[src/rtl/dsp_pkg.sv]
// Shared DSP definitions: voice amplitude FSM states, shift amounts and
// saturation limits used by the voice datapath.
package dsp_pkg;

    typedef enum logic [1:0] {
        ST_IDLE = 2'd0,
        ST_ENV  = 2'd1,
        ST_VOLL = 2'd2,
        ST_VOLR = 2'd3
    } voice_amp_state_t;

    localparam int ENV_SHIFT  = 11;
    localparam int VOL_SHIFT  = 7;

    localparam int SAMPLE_MAX = 32767;
    localparam int SAMPLE_MIN = -32768;

endpackage

[src/rtl/dsp_mul_shift.sv]
// Combinational signed multiply, arithmetic (floor) right shift and
// saturation to the signed sample range.
module dsp_mul_shift
    import dsp_pkg::*;
#(
    parameter int A_W   = 17,
    parameter int B_W   = 12,
    parameter int OUT_W = 16
) (
    input  logic signed [A_W-1:0]   a,
    input  logic signed [B_W-1:0]   b,
    input  logic        [4:0]       shift,
    output logic signed [OUT_W-1:0] y
);

    localparam int P_W = A_W + B_W;

    localparam logic signed [P_W-1:0] SAT_MAX = P_W'(SAMPLE_MAX);
    localparam logic signed [P_W-1:0] SAT_MIN = P_W'(SAMPLE_MIN);

    logic signed [P_W-1:0] prod;
    logic signed [P_W-1:0] shifted;

    // Full-width product, floor shift, clamp into the output range
    always_comb begin
        prod    = P_W'(a) * P_W'(b);
        shifted = prod >>> shift;
        if (shifted > SAT_MAX) begin
            y = SAT_MAX[OUT_W-1:0];
        end else if (shifted < SAT_MIN) begin
            y = SAT_MIN[OUT_W-1:0];
        end else begin
            y = shifted[OUT_W-1:0];
        end
    end

endmodule

[src/rtl/voice_amp.sv]
// Per-voice amplitude stage: envelope scaling followed by left/right volume,
// sharing one multiplier over three enabled cycles per sample.
// Optional feature macro: DSP_VOICE_MUTE_EN adds a 'mute' input that forces
// out_l/out_r to zero while voice_out, envx, outx and valid are unchanged.
module voice_amp
    import dsp_pkg::*;
#(
    parameter int SAMPLE_W = 16,
    parameter int ENV_W    = 11,
    parameter int VOL_W    = 8
) (
    input  logic                clk,
    input  logic                reset,
    input  logic                cpu_en,
    input  logic                start,
    input  logic [SAMPLE_W-1:0] sample,
    input  logic [ENV_W-1:0]    env_level,
    input  logic [VOL_W-1:0]    vol_l,
    input  logic [VOL_W-1:0]    vol_r,
`ifdef DSP_VOICE_MUTE_EN
    input  logic                mute,
`endif
    output logic [SAMPLE_W-1:0] voice_out,
    output logic [SAMPLE_W-1:0] out_l,
    output logic [SAMPLE_W-1:0] out_r,
    output logic                valid,
    output logic                busy,
    output logic [7:0]          envx,
    output logic [7:0]          outx
);

    localparam int A_W = SAMPLE_W + 1;
    localparam int B_W = ENV_W + 1;

    voice_amp_state_t state;

    logic [SAMPLE_W-1:0] smp_q;
    logic [ENV_W-1:0]    env_q;
    logic [VOL_W-1:0]    vl_q;
    logic [VOL_W-1:0]    vr_q;
    logic                mute_q;
    logic                mute_in;

    logic signed [A_W-1:0]      mul_a;
    logic signed [B_W-1:0]      mul_b;
    logic        [4:0]          mul_sh;
    logic signed [SAMPLE_W-1:0] mul_y;

`ifdef DSP_VOICE_MUTE_EN
    assign mute_in = mute;
`else
    assign mute_in = 1'b0;
`endif

    assign busy = (state != ST_IDLE);

    // Operand mux for the shared multiplier, selected by the current stage
    always_comb begin
        mul_a  = '0;
        mul_b  = '0;
        mul_sh = '0;
        case (state)
            ST_ENV: begin
                // Sample LSB is dropped; envelope is zero-extended to stay positive
                mul_a  = {smp_q[SAMPLE_W-1], smp_q[SAMPLE_W-1:1], 1'b0};
                mul_b  = {1'b0, env_q};
                mul_sh = 5'(ENV_SHIFT);
            end
            ST_VOLL: begin
                mul_a  = {voice_out[SAMPLE_W-1], voice_out};
                mul_b  = {{(B_W-VOL_W){vl_q[VOL_W-1]}}, vl_q};
                mul_sh = 5'(VOL_SHIFT);
            end
            ST_VOLR: begin
                mul_a  = {voice_out[SAMPLE_W-1], voice_out};
                mul_b  = {{(B_W-VOL_W){vr_q[VOL_W-1]}}, vr_q};
                mul_sh = 5'(VOL_SHIFT);
            end
            default: begin
                mul_a  = '0;
                mul_b  = '0;
                mul_sh = '0;
            end
        endcase
    end

    dsp_mul_shift #(
        .A_W   (A_W),
        .B_W   (B_W),
        .OUT_W (SAMPLE_W)
    ) u_mul (
        .a     (mul_a),
        .b     (mul_b),
        .shift (mul_sh),
        .y     (mul_y)
    );

    // Sequencer: latch inputs, then envelope, left and right stages
    always_ff @(posedge clk) begin
        if (reset) begin
            state     <= ST_IDLE;
            smp_q     <= '0;
            env_q     <= '0;
            vl_q      <= '0;
            vr_q      <= '0;
            mute_q    <= 1'b0;
            voice_out <= '0;
            out_l     <= '0;
            out_r     <= '0;
            envx      <= '0;
            outx      <= '0;
            valid     <= 1'b0;
        end else begin
            // valid is a single-clock pulse regardless of cpu_en
            valid <= 1'b0;
            if (cpu_en) begin
                case (state)
                    ST_IDLE: begin
                        if (start) begin
                            smp_q  <= sample;
                            env_q  <= env_level;
                            vl_q   <= vol_l;
                            vr_q   <= vol_r;
                            mute_q <= mute_in;
                            state  <= ST_ENV;
                        end
                    end
                    ST_ENV: begin
                        voice_out <= mul_y;
                        state     <= ST_VOLL;
                    end
                    ST_VOLL: begin
                        out_l <= mute_q ? '0 : mul_y;
                        state <= ST_VOLR;
                    end
                    ST_VOLR: begin
                        out_r <= mute_q ? '0 : mul_y;
                        envx  <= {1'b0, env_q[ENV_W-1:ENV_W-7]};
                        outx  <= voice_out[SAMPLE_W-1:SAMPLE_W-8];
                        valid <= 1'b1;
                        state <= ST_IDLE;
                    end
                    default: state <= ST_IDLE;
                endcase
            end
        end
    end

endmodule

[config.mk]
export PLATFORM = sky130hd
export DESIGN_NAME = voice_amp
export DESIGN_NICKNAME = d
export VERILOG_FILES = /design/src/rtl/dsp_pkg.sv /design/src/rtl/dsp_mul_shift.sv /design/src/rtl/voice_amp.sv
export SDC_FILE = /design/constraint.sdc
export NUM_CORES = 1
export LEC_CHECK = 0
export ABC_AREA = 1
export BUFFER_PORTS_ARGS = -buffer_cell sky130_fd_sc_hd__buf_2
export CAP_MARGIN = 10
export CORE_MARGIN = 1
export CORE_UTILIZATION = 43
export DETAILED_ROUTE_END_ITERATION = 16
export GPL_TIMING_DRIVEN = 0
export HOLD_SLACK_MARGIN = 0.15
export SETUP_SLACK_MARGIN = 0.5
export SLEW_MARGIN = 40
export SYNTH_ARGS = -nofsm -noshare
export SYNTH_HDL_FRONTEND = slang
export SYNTH_SLANG_ARGS = --single-unit
[constraint.sdc]
create_clock -name clk -period 9 [get_ports clk]
set_input_delay 2.25 -clock clk [delete_from_list [all_inputs] [get_ports clk]]
set_output_delay 2.25 -clock clk [all_outputs]
set_load 0.01 [all_outputs]
==> After elaboration in Yosys (flattened, before gate mapping) <==
Cells that the tools add are included.
W data, S select, Z words.
{ "classes": {"multipliers": 1, "magnitude_cmp": 2, "eq_ne": 4, "shifts": 1, "muxes": 8, "bitwise": 1, "n_reduce_logical": 9} }
{ "op_table": {"columns": ["op", "n"], "rows": [
  ["$pmux W12 S3", 1],
  ["$pmux W17 S2", 1],
  ["$mux W16", 2],
  ["$gt A29 B16 Y1 const B", 1],
  ["$lt A29 B16 Y1 const B", 1],
  ["$mul A17 B12 Y29", 1],
  ["$sshr A29 B4 Y29", 1],
  ["$pmux W2 S4", 1],
  ["$pmux W4 S2", 1],
  ["$reduce_and A2 Y1", 4],
  ["$eq A2 B2 Y1 const B", 2],
  ["$reduce_or A2 Y1", 2],
  ["$reduce_and A3 Y1", 1],
  ["$eq A2 B1 Y1 const B", 1],
  ["$logic_not A2 Y1", 1],
  ["$mux W2", 1],
  ["$ne A2 B2 Y1 const B", 1],
  ["$reduce_bool A2 Y1", 1],
  ["$mux W1", 1],
  ["$not A1 Y1", 1]
]} }
{ "totals": {"regBits": 109, "in_bits": 47, "output_inout_bits": 66, "elab_cells": 37} }

==> Logic depth before layout (Yosys ltp) <==
{ "depth": {"depth_word": 8, "ltp_mapped": 45} }

==> Cells and area by module <==
Synthesis repeated with hierarchy kept, for this count alone.
{ "unflattened": {"hier_cells": 2218, "hier_area_um2": 14535.2} }
{ "by_module_without_submodules": {"columns": ["module", "instances", "cells_each", "area_per_inst_um2", "seq_area_each_um2"], "rows": [
  ["dsp_mul_shift", 1, 1547, 10004.6, 0.0],
  ["voice_amp", 1, 671, 4530.6, 2162.1]
]} }

==> Least setup slack after synthesis <==
No wires, ideal clock.
{ "synth_timing": {"path_kind": "reg2reg", "from": "register state[1]", "to": "register voice_out[10]", "t_arrival_ns": 7.067, "t_required_ns": 8.891, "path_slack_ns": 1.824, "stages_incl_launch_ff": 41, "n_path_buf": 3, "synth_period_minus_slack_ns": 7.176, "path_cell_list": "dfxtp_1 > inv_1 > clkbuf_1 > ha_1 > clkbuf_1 > clkinv_1 > nor2_1 > inv_1 > o22ai_1 > inv_1 > nor2_1 > fa_1 > fa_1 > inv_1 > fa_1 > inv_1 > fa_1 > inv_1 > (+5 left out) > nand2_1 > nor2_1 > nand2_1 > nand3_1 > nand2_1 > nand2_2 > nand2_1 > inv_1 > nor2_1 > nor3_1 > nand2_1 > nand2_1 > nand2_1 > nand2_4 > buf_6 > nand3_1 > nand2_1 > inv_1"} }
{ "synth_between": {"elab_chain_cells": 8} }
{ "synth_rtl": {"columns": ["element", "line_no", "rtl"], "rows": [
  ["start: declaration", "voice_amp.sv:35", "voice_amp_state_t state;"],
  ["start signal: assignment", "voice_amp.sv:101", "state <= ST_IDLE;"],
  ["start signal: assignment", "voice_amp.sv:125", "state <= ST_ENV;"],
  ["start signal: assignment", "voice_amp.sv:130", "state <= ST_VOLL;"],
  ["$eq A2 B2 Y1", "voice_amp.sv:62", "case (state)"],
  ["$reduce_or A2 Y1 (no source line)", null, null],
  ["$pmux W17 S2", "voice_amp.sv:62", null],
  ["$mul A17 B12 Y29", "dsp_mul_shift.sv:26", "prod = P_W'(a) * P_W'(b);"],
  ["$sshr A29 B4 Y29", "dsp_mul_shift.sv:27", "shifted = prod >>> shift;"],
  ["$lt A29 B16 Y1", "dsp_mul_shift.sv:30", "end else if (shifted < SAT_MIN) begin"],
  ["$mux W16", "dsp_mul_shift.sv:30", null],
  ["$mux W16", "dsp_mul_shift.sv:28", "if (shifted > SAT_MAX) begin"],
  ["end signal: assignment", "voice_amp.sv:129", "voice_out <= mul_y;"],
  ["end: declaration", "voice_amp.sv:23", "output logic [SAMPLE_W-1:0] voice_out,"]
]} }
Parallel ways exist; a longest one is shown, timed or not.
A chain may end at the register's enable or synchronous reset.

==> Worst setup path in the final report <==
{ "layout_timing": {"from": "register state[1]", "to": "register voice_out[9]"} }
The elaborated chain is that of the path after synthesis.

==> results.md <==
- Max Clk Rate: 125.0 MHz
- All-Layer GR Usage: 26.05%
- Seq/Total Area, Yosys: 16.50%
- Reg-to-reg slack, setup: 1.0 ns
- Top cells by area, synth: fa_1 (28%), dfxtp_1 (17%), nand2_1 (13%)
- Slew Viols, Final: 0
- Setup CP Type: flop to flop
- Fin worst setup slack: 0.9990 ns
- Slew @ Worst Pin: 0.7575 ns
- Initial DRC Count: 1,007
- Full die area: 31,170 um2
- Final hold violation count: 0
- WP data required: 9.30 ns
- CTS tree: built
- Crit path capture type: flop
- I/O pins: 113
- WHS Path Cells: 2
- Starting Density: 43.97%
- Core area: 29,800 um2
- Drt wl/cell: 16.41 um
- Routing usage on met1: 37.15%
- Crit path launch type: flop
- Hold_buf cts: 0
- Cell variety after synth: 41
- Minimum clock period: 8.001 ns
- Total grt overflow: 0
- Clock Sinks: 108
- Synth Instances: 1,871
- R2r endpoint: voice_out[9]
- Crit path DAT: 8.30 ns
- # diodes: 0
- Largest net degree at the start of global routing: 23
- Detail Placement HPWL: 33.25 mm
- Final Util: 49.28%
- Met2 Use GR: 41.31%
- CTS H-tree depth: 3
- Area leader, netlist: fa_1
- CP max stage delay: 0.57 ns
- Fin nets: 2,292
- Most frequent cells after synthesis: nand2_1 (462), inv_1 (432), nor2_1 (219)
- Initial antenna violation count: 0
- Die Ht: 176.5 um
- Net count after synthesis: 2,166
- Clock transition at path regs: 0.09 ns
- CP Launch Point: state[1]
- Reg2reg path depth: 40
- GPL Wtd Cong: 0.9772
- Most frequent cell after synthesis: nand2_1
- Worst skew pair latency: 0.36 ns
- Yosys reg bits: 108
- Status: completed
- Hold Crit Endpoint: envx[0]
- Worst Hold Class: flop to flop
- Port Buf Inserts: 108
- Wire length of the first global-routing pass: 62.73 mm
- Final WL: 39.24 mm
- Area growth syn-to-layout: 12.09%
- Die extent in x: 176.5 um
- Clk_skew: 0.01506 ns
- Primary FF master, synth: dfxtp_1
- Pre-CTS WS: -0.3241 ns
- Non-filler cells, final: 2,392
- EDFF count, synth: 0
- ANT nets after route: 0
- Post-DP Area: 14,150 um2
- Share of flip-flops with an asynchronous set or reset: 0%
- # rows: 63
- Max Cap Viol: 0
- Fillers: 3,060
- Crit share post-route: 88.90%
- CP Max Fanout: 13
- Endpoints failing setup: 0
- Layout cells sized above 1: 10.34%
- CTS Buffer Depth: 2
- Hold_sp: envx[0]
- Synthesized cell area: 13,100 um2
- Final Cell Area: 14,680 um2
- Reg2reg start: state[1]
- Vias in the first global route: 11,780
- Final setup TNS: 0 ns
- Tot Pwr: 1.292 mW
- Max VDD drop: 0.1131 mV
- RSZ-0062 raised after global routing: no
- CP max-delay cell: fa_1
- DR pass1 iterations: 5
- TritonCTS Buffers: 9
- Drt via density: 4.997
- Reg area: 2162 um2
- Share of the synthesized area in the top cell type: 27.81%
- Met3 GRT Util: 3.531%
- Residual DRC: 0
- Routed vias: 11,950
- Hold WS: 0.4644 ns
- Leak pwr: 7.329 nW
- Multi-input logic area: 9131 um2
- Power Dens Cells: 87.99 nW/um2
- Worst slew margin: 49.50%
- CTS root buffer: clkbuf_16
- Syn Area/Cell: 7.002 um2
- Synth warn: 0
- Busiest grt layer: met2
- # placed instances: 2,369
- Most used cell, CP: nand2_1
where the power goes:
part	total, mW	switching, mW	internal (mW)
Sequential	0.520	0.0145	0.506
Clock	0.418	0.216	0.202
Combinational	0.353	0.244	0.109
metal layers:
metal / vias to the layer above / wire length (um) / part of all wire (%)
met1: 5633 / 18310 / 47
met2: 394 / 17570 / 45
li1: 5868 / - / -
met3: 57 / 2297 / 5.9
met4: 0 / 1063 / 2.7
met5: - / 0 / 0
logic make-up (layout without fill, tap and decap cells):
kind of cell / count (synthesis) / count (layout) / share of synthesized area (%)
simple gates: 838 / 838 / 26.09
xor+xnor: 11 / 11 / 0.7354
mux: 1 / 1 / 0.07641
fa+ha+maj: 248 / 248 / 34.12
compound gates: 157 / 157 / 7.584
buf+inv: 507 / 638 / 14.86
flops: 108 / 108 / 16.50
other cells: 1 / 1 / 0.02863
cells in the final DEF, fill, tap and decap left out, types with 12 or more instances in the layout:
cell and n:
a211oi_1 41, a21oi_1 48, buf_2 111, clkbuf_1 38, dfxtp_1 108, fa_1 180
ha_1 66, inv_1 424, nand2_1 462, nand2_2 15, nand3_1 107, nand4_1 24
nor2_1 214, o21ai_0 19, o22ai_1 12
area by class of cell:
type,instances,area share [%]
clock buffers,9,1.534
well taps,390,3.323
clock inverters,7,0.6050
plain buffers,66,2.181
flip-flops and latches,108,14.72
repair buffers,115,4.039
inverters,441,11.41
multi-input cells,1256,62.18
state kept, by name, indices dropped and copies added (netlist names):
signal,cells
out_l,16
smp_q,15
vl_q,8
outx,8
valid,1
state,2
voice_out,16
envx,7
vr_q,8
env_q,11
out_r,16
critical path, delay by kind of cell (launching register included):
kind          cells  cell delay (ns)
fa+ha+maj         7             3.31
simple gates     21             2.33
flops             1             0.41
buf+inv          12             1.85
how the worst max path moves through the flow:
stage,endpoint,slack (ns),cells after the start
after floorplan,voice_out[10],1.82,40
after global placement,voice_out[8],-0.19,36
after detailed placement,voice_out[8],-0.32,38
after CTS,voice_out[8],0.50,41
after global routing,voice_out[8],0.48,37
final,voice_out[9],1.0,40
timing repair:
| item | 4_1_cts | 5_1_grt |
|---|---|---|
| endpoints found under the setup margin | 45 | 45 |
| gates resized for setup | 16 | 49 |
| buffers inserted | 0 | 7 |
| pin swaps | 0 | 3 |
No activity file was read; power rests on OpenSTA's default activity.
